===== src/rtl/gate_pkg.sv =====
// Shared types and limits for the gate truth-table engine.
package gate_pkg;

  typedef enum logic [2:0] {
    OP_AND  = 3'd0,
    OP_OR   = 3'd1,
    OP_NAND = 3'd2,
    OP_NOR  = 3'd3,
    OP_XOR  = 3'd4,
    OP_XNOR = 3'd5,
    OP_BUF  = 3'd6,
    OP_NOT  = 3'd7
  } op_e;

  typedef enum logic [1:0] {
    ST_IDLE  = 2'd0,
    ST_RUN   = 2'd1,
    ST_DRAIN = 2'd2,
    ST_DONE  = 2'd3
  } state_e;

  localparam int N_IN_MIN = 1;
  localparam int N_IN_MAX = 6;

endpackage


===== src/rtl/gate_truth_table_engine_if.sv =====
// Request/status bundle for the truth-table engine. master = requester, slave = engine.
interface gate_truth_table_engine_if
  import gate_pkg::*;
#(
  parameter int N_IN = 2
);
  localparam int TT_W = 2 ** N_IN;

  logic            start;
  op_e             op;
  logic            busy;
  logic            done;
  logic [N_IN-1:0] vec_out;
  logic            bit_out;
  logic            bit_valid;
  logic [TT_W-1:0] tt;

  modport master (
    output start, op,
    input  busy, done, vec_out, bit_out, bit_valid, tt
  );

  modport slave (
    input  start, op,
    output busy, done, vec_out, bit_out, bit_valid, tt
  );

endinterface


===== src/rtl/nin_gate.sv =====
// Combinational N-input gate with run-time selectable function.
module nin_gate
  import gate_pkg::*;
#(
  parameter int N_IN = 2
) (
  input  logic [N_IN-1:0] vec,
  input  op_e             op,
  output logic            y
);

  // Reductions make N_IN=1 fall out naturally: AND/OR/XOR collapse to vec[0].
  always_comb begin
    y = 1'b0;
    case (op)
      OP_AND:  y = &vec;
      OP_OR:   y = |vec;
      OP_NAND: y = ~&vec;
      OP_NOR:  y = ~|vec;
      OP_XOR:  y = ^vec;
      OP_XNOR: y = ~^vec;
      OP_BUF:  y = vec[0];
      OP_NOT:  y = ~vec[0];
      default: y = 1'b0;
    endcase
  end

endmodule


===== src/rtl/gate_truth_table_engine.sv =====
// Sweeps every input vector through nin_gate, streams each result and
// assembles the full truth table.
module gate_truth_table_engine
  import gate_pkg::*;
#(
  parameter int N_IN = 2
) (
  input  logic                      clk,
  input  logic                      rst,
  gate_truth_table_engine_if.slave  bus
);

  localparam int TT_W = 2 ** N_IN;

  if (N_IN < N_IN_MIN || N_IN > N_IN_MAX) begin : g_bad_n_in
    $error("gate_truth_table_engine: N_IN out of range");
  end

  state_e          state_q, state_d;
  logic [N_IN-1:0] idx_q;
  op_e             op_q;
  logic [TT_W-1:0] tt_q;
  logic            bit_q;
  logic            vld_q;
  logic            y;
  logic            last;

  assign last = (idx_q == {N_IN{1'b1}});

  nin_gate #(.N_IN(N_IN)) u_gate (
    .vec (idx_q),
    .op  (op_q),
    .y   (y)
  );

  // State register.
  always_ff @(posedge clk or posedge rst) begin
    if (rst) state_q <= ST_IDLE;
    else     state_q <= state_d;
  end

  // Next state: single pass over all vectors, one drain cycle, one done cycle.
  always_comb begin
    state_d = state_q;
    case (state_q)
      ST_IDLE:  if (bus.start) state_d = ST_RUN;
      ST_RUN:   if (last)      state_d = ST_DRAIN;
      ST_DRAIN: state_d = ST_DONE;
      ST_DONE:  state_d = ST_IDLE;
      default:  state_d = ST_IDLE;
    endcase
  end

  // Datapath: latch op on accept, then record one result per RUN cycle.
  // idx saturates at the last vector so vec_out holds it after the sweep.
  always_ff @(posedge clk or posedge rst) begin
    if (rst) begin
      op_q  <= OP_AND;
      idx_q <= '0;
      tt_q  <= '0;
      bit_q <= 1'b0;
      vld_q <= 1'b0;
    end else begin
      vld_q <= (state_q == ST_RUN);
      case (state_q)
        ST_IDLE: begin
          if (bus.start) begin
            op_q  <= bus.op;
            idx_q <= '0;
            tt_q  <= '0;
          end
        end
        ST_RUN: begin
          bit_q       <= y;
          tt_q[idx_q] <= y;
          if (!last) idx_q <= idx_q + 1'b1;
        end
        default: ;
      endcase
    end
  end

  assign bus.busy      = (state_q == ST_RUN) || (state_q == ST_DRAIN);
  assign bus.done      = (state_q == ST_DONE);
  assign bus.vec_out   = idx_q;
  assign bus.bit_out   = bit_q;
  assign bus.bit_valid = vld_q;
  assign bus.tt        = tt_q;

endmodule


===== src/flat_wrapper.sv =====
// flat-port wrapper written by rule: the top's interface ports become plain ports
module gate_truth_table_engine_flat import gate_pkg::*;
#(
  parameter int N_IN = 2
)
  (clk, rst, bus_start, bus_op, bus_busy, bus_done, bus_vec_out, bus_bit_out, bus_bit_valid, bus_tt);
  gate_truth_table_engine_if #(.N_IN(N_IN)) bus_i ();
  input  logic clk;
  input  logic rst;
  input wire logic [$bits(bus_i.start)-1:0] bus_start;
  input wire logic [$bits(bus_i.op)-1:0] bus_op;
  output wire logic [$bits(bus_i.busy)-1:0] bus_busy;
  output wire logic [$bits(bus_i.done)-1:0] bus_done;
  output wire logic [$bits(bus_i.vec_out)-1:0] bus_vec_out;
  output wire logic [$bits(bus_i.bit_out)-1:0] bus_bit_out;
  output wire logic [$bits(bus_i.bit_valid)-1:0] bus_bit_valid;
  output wire logic [$bits(bus_i.tt)-1:0] bus_tt;
  assign bus_i.start = bus_start;
  assign bus_i.op = bus_op;
  assign bus_busy = bus_i.busy;
  assign bus_done = bus_i.done;
  assign bus_vec_out = bus_i.vec_out;
  assign bus_bit_out = bus_i.bit_out;
  assign bus_bit_valid = bus_i.bit_valid;
  assign bus_tt = bus_i.tt;
  gate_truth_table_engine #(.N_IN(N_IN)) u_core (.clk(clk), .rst(rst), .bus(bus_i));
endmodule

===== config.mk =====
export PLATFORM = sky130hd
export DESIGN_NAME = gate_truth_table_engine_flat
export DESIGN_NICKNAME = d
export VERILOG_FILES = /design/src/rtl/gate_pkg.sv /design/src/rtl/gate_truth_table_engine_if.sv /design/src/rtl/nin_gate.sv /design/src/rtl/gate_truth_table_engine.sv /design/src/flat_wrapper.sv
export SDC_FILE = /design/constraint.sdc
export NUM_CORES = 1
export LEC_CHECK = 0
export ABC_CLOCK_PERIOD_IN_PS = 2200
export BUFFER_PORTS_ARGS = -buffer_cell sky130_fd_sc_hd__buf_2
export CORE_UTILIZATION = 50
export CTS_CLUSTER_DIAMETER = 150
export CTS_CLUSTER_SIZE = 20
export DETAILED_ROUTE_END_ITERATION = 6
export HOLD_SLACK_MARGIN = 0.03
export PLACE_DENSITY_LB_ADDON = 0.1
export SLEW_MARGIN = 20
export SYNTH_ARGS = -nofsm -noshare
export SYNTH_HDL_FRONTEND = slang
export SYNTH_SLANG_ARGS = --single-unit

===== constraint.sdc =====
create_clock -name clk -period 2.2 [get_ports clk]
set_input_delay 0 -clock clk [delete_from_list [all_inputs] [get_ports clk]]
set_output_delay 0 -clock clk [all_outputs]
set_load 0.05 [all_outputs]

**Yosys cells after proc, flatten, opt, wreduce, memory -nomap -nowiden**

Index checks and enable logic that the tools add are counted.

- Flip-flop bits (word level): 13
- Input bits: 6
- Output and inout port bits: 10
- Logic and storage cells: 51

- $add $sub $neg: 1
- Order comparisons: 2
- Equal/unequal tests: 14
- Muxes and demuxes: 12
- Bitwise gates (word level): 1
- Reductions and logical operators: 15

Operators with widths:

| cell | count |
|---|---|
| $eq A3 B3 Y1 const B | 4 |
| $mux W2 | 4 |
| $pmux W1 S8 | 1 |
| $pmux W2 S4 | 1 |
| $pmux W4 S2 | 1 |
| $reduce_and A2 Y1 | 4 |
| $eq A2 B2 Y1 const B | 3 |
| $eq A3 B2 Y1 const B | 2 |
| $bwmux W4 | 1 |
| $mux W4 | 1 |
| $ne A2 B2 Y1 const B | 2 |
| $pmux W2 S2 | 1 |
| $eq A3 B1 Y1 const B | 1 |
| $logic_not A3 Y1 | 1 |
| $lt A2 B3 Y1 const B | 1 |
| $reduce_and A3 Y1 | 1 |
| $add A2 B1 Y2 const B | 1 |
| $demux W1 S2 | 1 |
| $eq A2 B1 Y1 const B | 1 |
| $ge A2 B1 Y1 const B | 1 |
| $logic_not A1 Y1 | 2 |
| $logic_not A2 Y1 | 1 |
| $ne A2 B1 Y1 const B | 1 |
| $reduce_bool A2 Y1 | 1 |
| other kinds (7) | 7 |

**Depth between registers and ports, before layout**

- Word-level depth: 6
- Gate-level depth with buffers: 6
- Mapped depth without buffers: 6

**By module**

A second synthesis with hierarchy kept.

- Cell total of the unflattened synthesis: 69
- Area, all modules: 795.8 sq um

Modules (own cells, without submodules):

| module | instances | cells an instance | area an instance (sq um) |
|---|---|---|---|
| gate_truth_table_engine | 1 | 59 | 706.9 |
| nin_gate | 1 | 10 | 88.8 |

**Worst setup path after synthesis**

OpenSTA, ideal clock, no wires.

- Path kind: reg2reg
- From: reg u_core.idx_q[0], in the netlist u_core.bus.vec_out[0]
- To: reg u_core.tt_q[0], in the netlist u_core.bus.tt[0]
- Library setup time: 0.132 ns
- Data arrival time: 1.753 ns
- Required time: 2.068 ns
- Path slack: 0.316 ns
- Stages on the path, launching flop included: 6
- Path buffers: 0
- Period minus slack after synthesis: 1.884 ns
- Cell sequence: dfrtp_1 > ha_1 > nor2b_1 > or3_1 > a32oi_2 > mux2i_1

- Word-level cells in the longest chain between the ends: 6
- Elaborated cells between the ends (all ways): 15
- Those cells by class: order compare: 2; mux: 5; bitwise: 1; reduce/logical: 7

Ends and longest elaborated chain:

| what | line | text |
|---|---|---|
| from (decl) | gate_truth_table_engine.sv:20 | `logic [N_IN-1:0] idx_q;` |
| from (signal assigned) | gate_truth_table_engine.sv:76 | `if (!last) idx_q <= idx_q + 1'b1;` |
| $lt A2 B3 Y1 (not written as such) / $ge A2 B1 Y1 (equally long branches) | gate_truth_table_engine.sv:75 | `tt_q[idx_q] <= y;` |
| $logic_and A1 B1 Y1 (not written as such) | gate_truth_table_engine.sv:75 |  |
| $mux W1 (not written as such) | gate_truth_table_engine.sv:75 |  |
| $demux W1 S2 | n/a |  |
| $bwmux W4 * | gate_truth_table_engine.sv:75 |  |
| $pmux W4 S2 * | gate_truth_table_engine.sv:65 | `case (state_q)` |
| to (signal, indexed assignment) | gate_truth_table_engine.sv:75 |  |
| to (decl) | gate_truth_table_engine.sv:22 | `logic [TT_W-1:0] tt_q;` |

Every way passes the cells marked *; elsewhere a longest branch is shown, timed or not.
A chain may end at the register's enable or synchronous reset.

**Final worst setup path**

Same ends and word-level chain as after synthesis.

==> impl_metrics.json <==
{
  "max_cap_viol_count": 0,
  "ant_nets": 0,
  "fmax_ghz": 0.563,
  "path_clk_slew_ps": 80,
  "layout.cell_area.non_filler_um2": 920,
  "synth-seq-area-share_pct": 42.8,
  "worst_slew_pin_slew_ps": 511,
  "globalRouteTotalUtil_pct": 21.8,
  "rsz0062_at_grt": "false",
  "required_ps": 2340,
  "synth.top_cell.area_share_pct": 42.8,
  "grt_start_max_net_pins": 14,
  "worstSetupPathType": "flip-flop to flip-flop",
  "cts_inserted_buffers": 3,
  "clockBufferDepth": 2,
  "timing.hold.worst.class": "primary input to flip-flop",
  "wire_length_of_the_first_global_routing_pass_um": 2370,
  "antenna_found_initial": 0,
  "clock-skew-final_ps": 5.09,
  "finalNetCount": 111,
  "ctsResizeCount": 0,
  "post_route_cells_drive_above_1_share_pct": 27.1,
  "hold_ws_ps": 210,
  "hold_start": "bus_start",
  "drt-vias-per-instance": 5.40,
  "rr_startpoint": "u_core.bus.vec_out[0]",
  "synth.yosys.warnings": 0,
  "ys_async_sr_fraction_pct": 100,
  "setup_viol_count_final": 0,
  "slew_headroom_pct": 65.9,
  "htree_depth": 1,
  "min_period_over_period_pct": 80.8,
  "postSynth.topFlopCell": "sky130_fd_sc_hd__dfrtp_1",
  "synth-edff-count": 0,
  "fp.dieW_um": 41.0,
  "routed_len_inst_um": 12.9,
  "cts_sinks": 13,
  "postSynthNetCount": 87,
  "die_area_um2": 1680,
  "first_global_vias": 533,
  "syn_area_per_cell_um2": 10.4,
  "yosys_register_bits": 13,
  "die_h_um": 41.0,
  "post-dp-hpwl_um": 1120,
  "outcome": "finished, final reports clean",
  "io_buffers": 15,
  "drt_iter0_markers": 6,
  "timing.critical_path.to_type": "flip-flop",
  "dr.pass1.iters": 4,
  "synth.cell_area_um2": 759,
  "holdBufCountCts": 4,
  "ctsRootBufferMaster": "sky130_fd_sc_hd__clkbuf_4",
  "via_count": 599,
  "cp_max_fo": 7,
  "post_cts.repair.setup_buffers": 0,
  "worst-endpoint-arrival_ps": 1920,
  "tritoncts_clock_tree": "built",
  "hold_viol": 0,
  "routed_wirelength_um": 1440,
  "synth_cell_type_count": 27,
  "post-synth-top-count-cell": "sky130_fd_sc_hd__dfrtp_1",
  "postSynthCellCount": 73,
  "synth_top_cell_by_area": "sky130_fd_sc_hd__dfrtp_1",
  "commonest_cells_in_the_netlist": "sky130_fd_sc_hd__dfrtp_1 (13), sky130_fd_sc_hd__ha_1 (8), sky130_fd_sc_hd__inv_1 (7), sky130_fd_sc_hd__o21ai_0 (6), sky130_fd_sc_hd__nor2_1 (5)",
  "gr-total-overflow": 0,
  "coreArea_um2": 1350,
  "drcViolationCount": 0,
  "fin_tns_setup_ps": 0,
  "startpoint_type": "flip-flop",
  "floorplan.io_pins": 16,
  "worst_setup_path_startpoint": "u_core.bus.vec_out[0]",
  "period_minus_slack_ps": 1780,
  "finalWeightedCongestion": 0.794,
  "antenna_diode_instance_count": 0,
  "timing.final.max_slew_violations": 0,
  "dpl_cell_area_um2": 853,
  "worst_skew_pair.late_latency_ps": 270,
  "row_count": 13,
  "synth.area.top_cells": "sky130_fd_sc_hd__dfrtp_1 (43%), sky130_fd_sc_hd__ha_1 (13%), sky130_fd_sc_hd__mux2i_1 (5.3%), sky130_fd_sc_hd__mux2_2 (4.4%), sky130_fd_sc_hd__o21ai_0 (4.0%)",
  "start_util_pct": 56.3,
  "areaGrowthSynthToFinish_pct": 21.1
}
==> worst max-delay path: stages, from the launching register on <==
cell                      delay [ps]
sky130_fd_sc_hd__dfrtp_1         450
sky130_fd_sc_hd__ha_1            300
sky130_fd_sc_hd__nor2b_1         180
sky130_fd_sc_hd__or3_1           330
sky130_fd_sc_hd__a32oi_2         280
sky130_fd_sc_hd__mux2i_1         110
==> placed cells by master (no fill, tap or decap) <==
cell type	instances
sky130_fd_sc_hd__mux2_1	1
sky130_fd_sc_hd__o21ai_0	6
sky130_fd_sc_hd__ha_1	8
sky130_fd_sc_hd__mux2i_1	4
sky130_fd_sc_hd__xnor2_1	1
sky130_fd_sc_hd__a21oi_1	1
sky130_fd_sc_hd__o32a_1	1
sky130_fd_sc_hd__clkbuf_4	3
sky130_fd_sc_hd__clkbuf_1	1
sky130_fd_sc_hd__buf_2	15
sky130_fd_sc_hd__or3_1	1
sky130_fd_sc_hd__a32oi_2	1
sky130_fd_sc_hd__nor2_1	5
sky130_fd_sc_hd__and2b_2	1
sky130_fd_sc_hd__nand2_1	4
sky130_fd_sc_hd__or4_1	1
sky130_fd_sc_hd__inv_1	7
sky130_fd_sc_hd__a22oi_1	1
sky130_fd_sc_hd__mux2_2	3
sky130_fd_sc_hd__dlygate4sd3_1	4
sky130_fd_sc_hd__nand2b_1	1
sky130_fd_sc_hd__nor3_1	1
sky130_fd_sc_hd__and3_2	1
sky130_fd_sc_hd__o22ai_1	2
sky130_fd_sc_hd__nor2b_1	2
sky130_fd_sc_hd__dfrtp_1	13
sky130_fd_sc_hd__nand3_1	1
sky130_fd_sc_hd__nor2b_4	1
sky130_fd_sc_hd__o211ai_1	1
sky130_fd_sc_hd__inv_2	1
sky130_fd_sc_hd__o21ai_1	3
==> cell type report <==
cell class / instances / area [µm²]
timing repair buffer: 19 / 115
clock buffer: 4 / 26.3
inverter: 8 / 30.0
sequential: 13 / 325
multi-input combinational: 52 / 404
fill: 107 / 430
tap: 15 / 18.8
==> metrics by stage <==
stage / utilization [%] / instances / setup slack, ps
3_5_place_dp: 63.2 / 103 / 419
6_report: 68.1 / 111 / 423
5_1_grt: 68.1 / 111 / 248
3_3_place_gp: 63.2 / 103 / 460
2_1_floorplan: - / 73 / 316
4_1_cts: 68.1 / 111 / 411
==> flip-flops by register name, summed over array words and instances, names as in the netlist <==
name and count:
u_core.bus.vec_out 2, u_core.bus.bit_out 1, u_core.bus.tt 4, u_core.state_q 2
u_core.op_q 3, u_core.bus.bit_valid 1
==> logic make-up after synthesis <==
family	count (synthesis)	synth area share, %
buffers and inverters	8	3.95
flip-flops	13	42.8
multiplexers	8	11.2
adder cells (fa/ha/maj)	8	13.2
XOR/XNOR	1	1.15
AND/OR/NAND/NOR	19	14.0
AO/OA/AOI/OAI	16	13.7
==> metal layers <==
layer	GRT usage [%]	vias to the layer above	part of all wire, %
li1	-	300	-
met1	29.9	288	52
met2	35.2	11	44
met3	5.43	0	3.4
met4	2.50	0	0
met5	0	-	0
==> path summary, 6_finish.rpt <==
kind	endpoint	slack (ps)	cells past startpoint
setup / recovery	u_core.bus.tt[0]	420	5
hold / removal	u_core.state_q[1]	210	4
setup reg to reg	u_core.bus.tt[0]	420	5
hold reg to reg	u_core.bus.bit_out	520	2
max in group asynchronous	u_core.bus.bit_out	1560	3
min in group asynchronous	u_core.bus.vec_out[1]	300	3
Power is left out: the tool's default activity adds up to more than one toggle a clock period on the data nets, which glitch-free logic cannot reach.
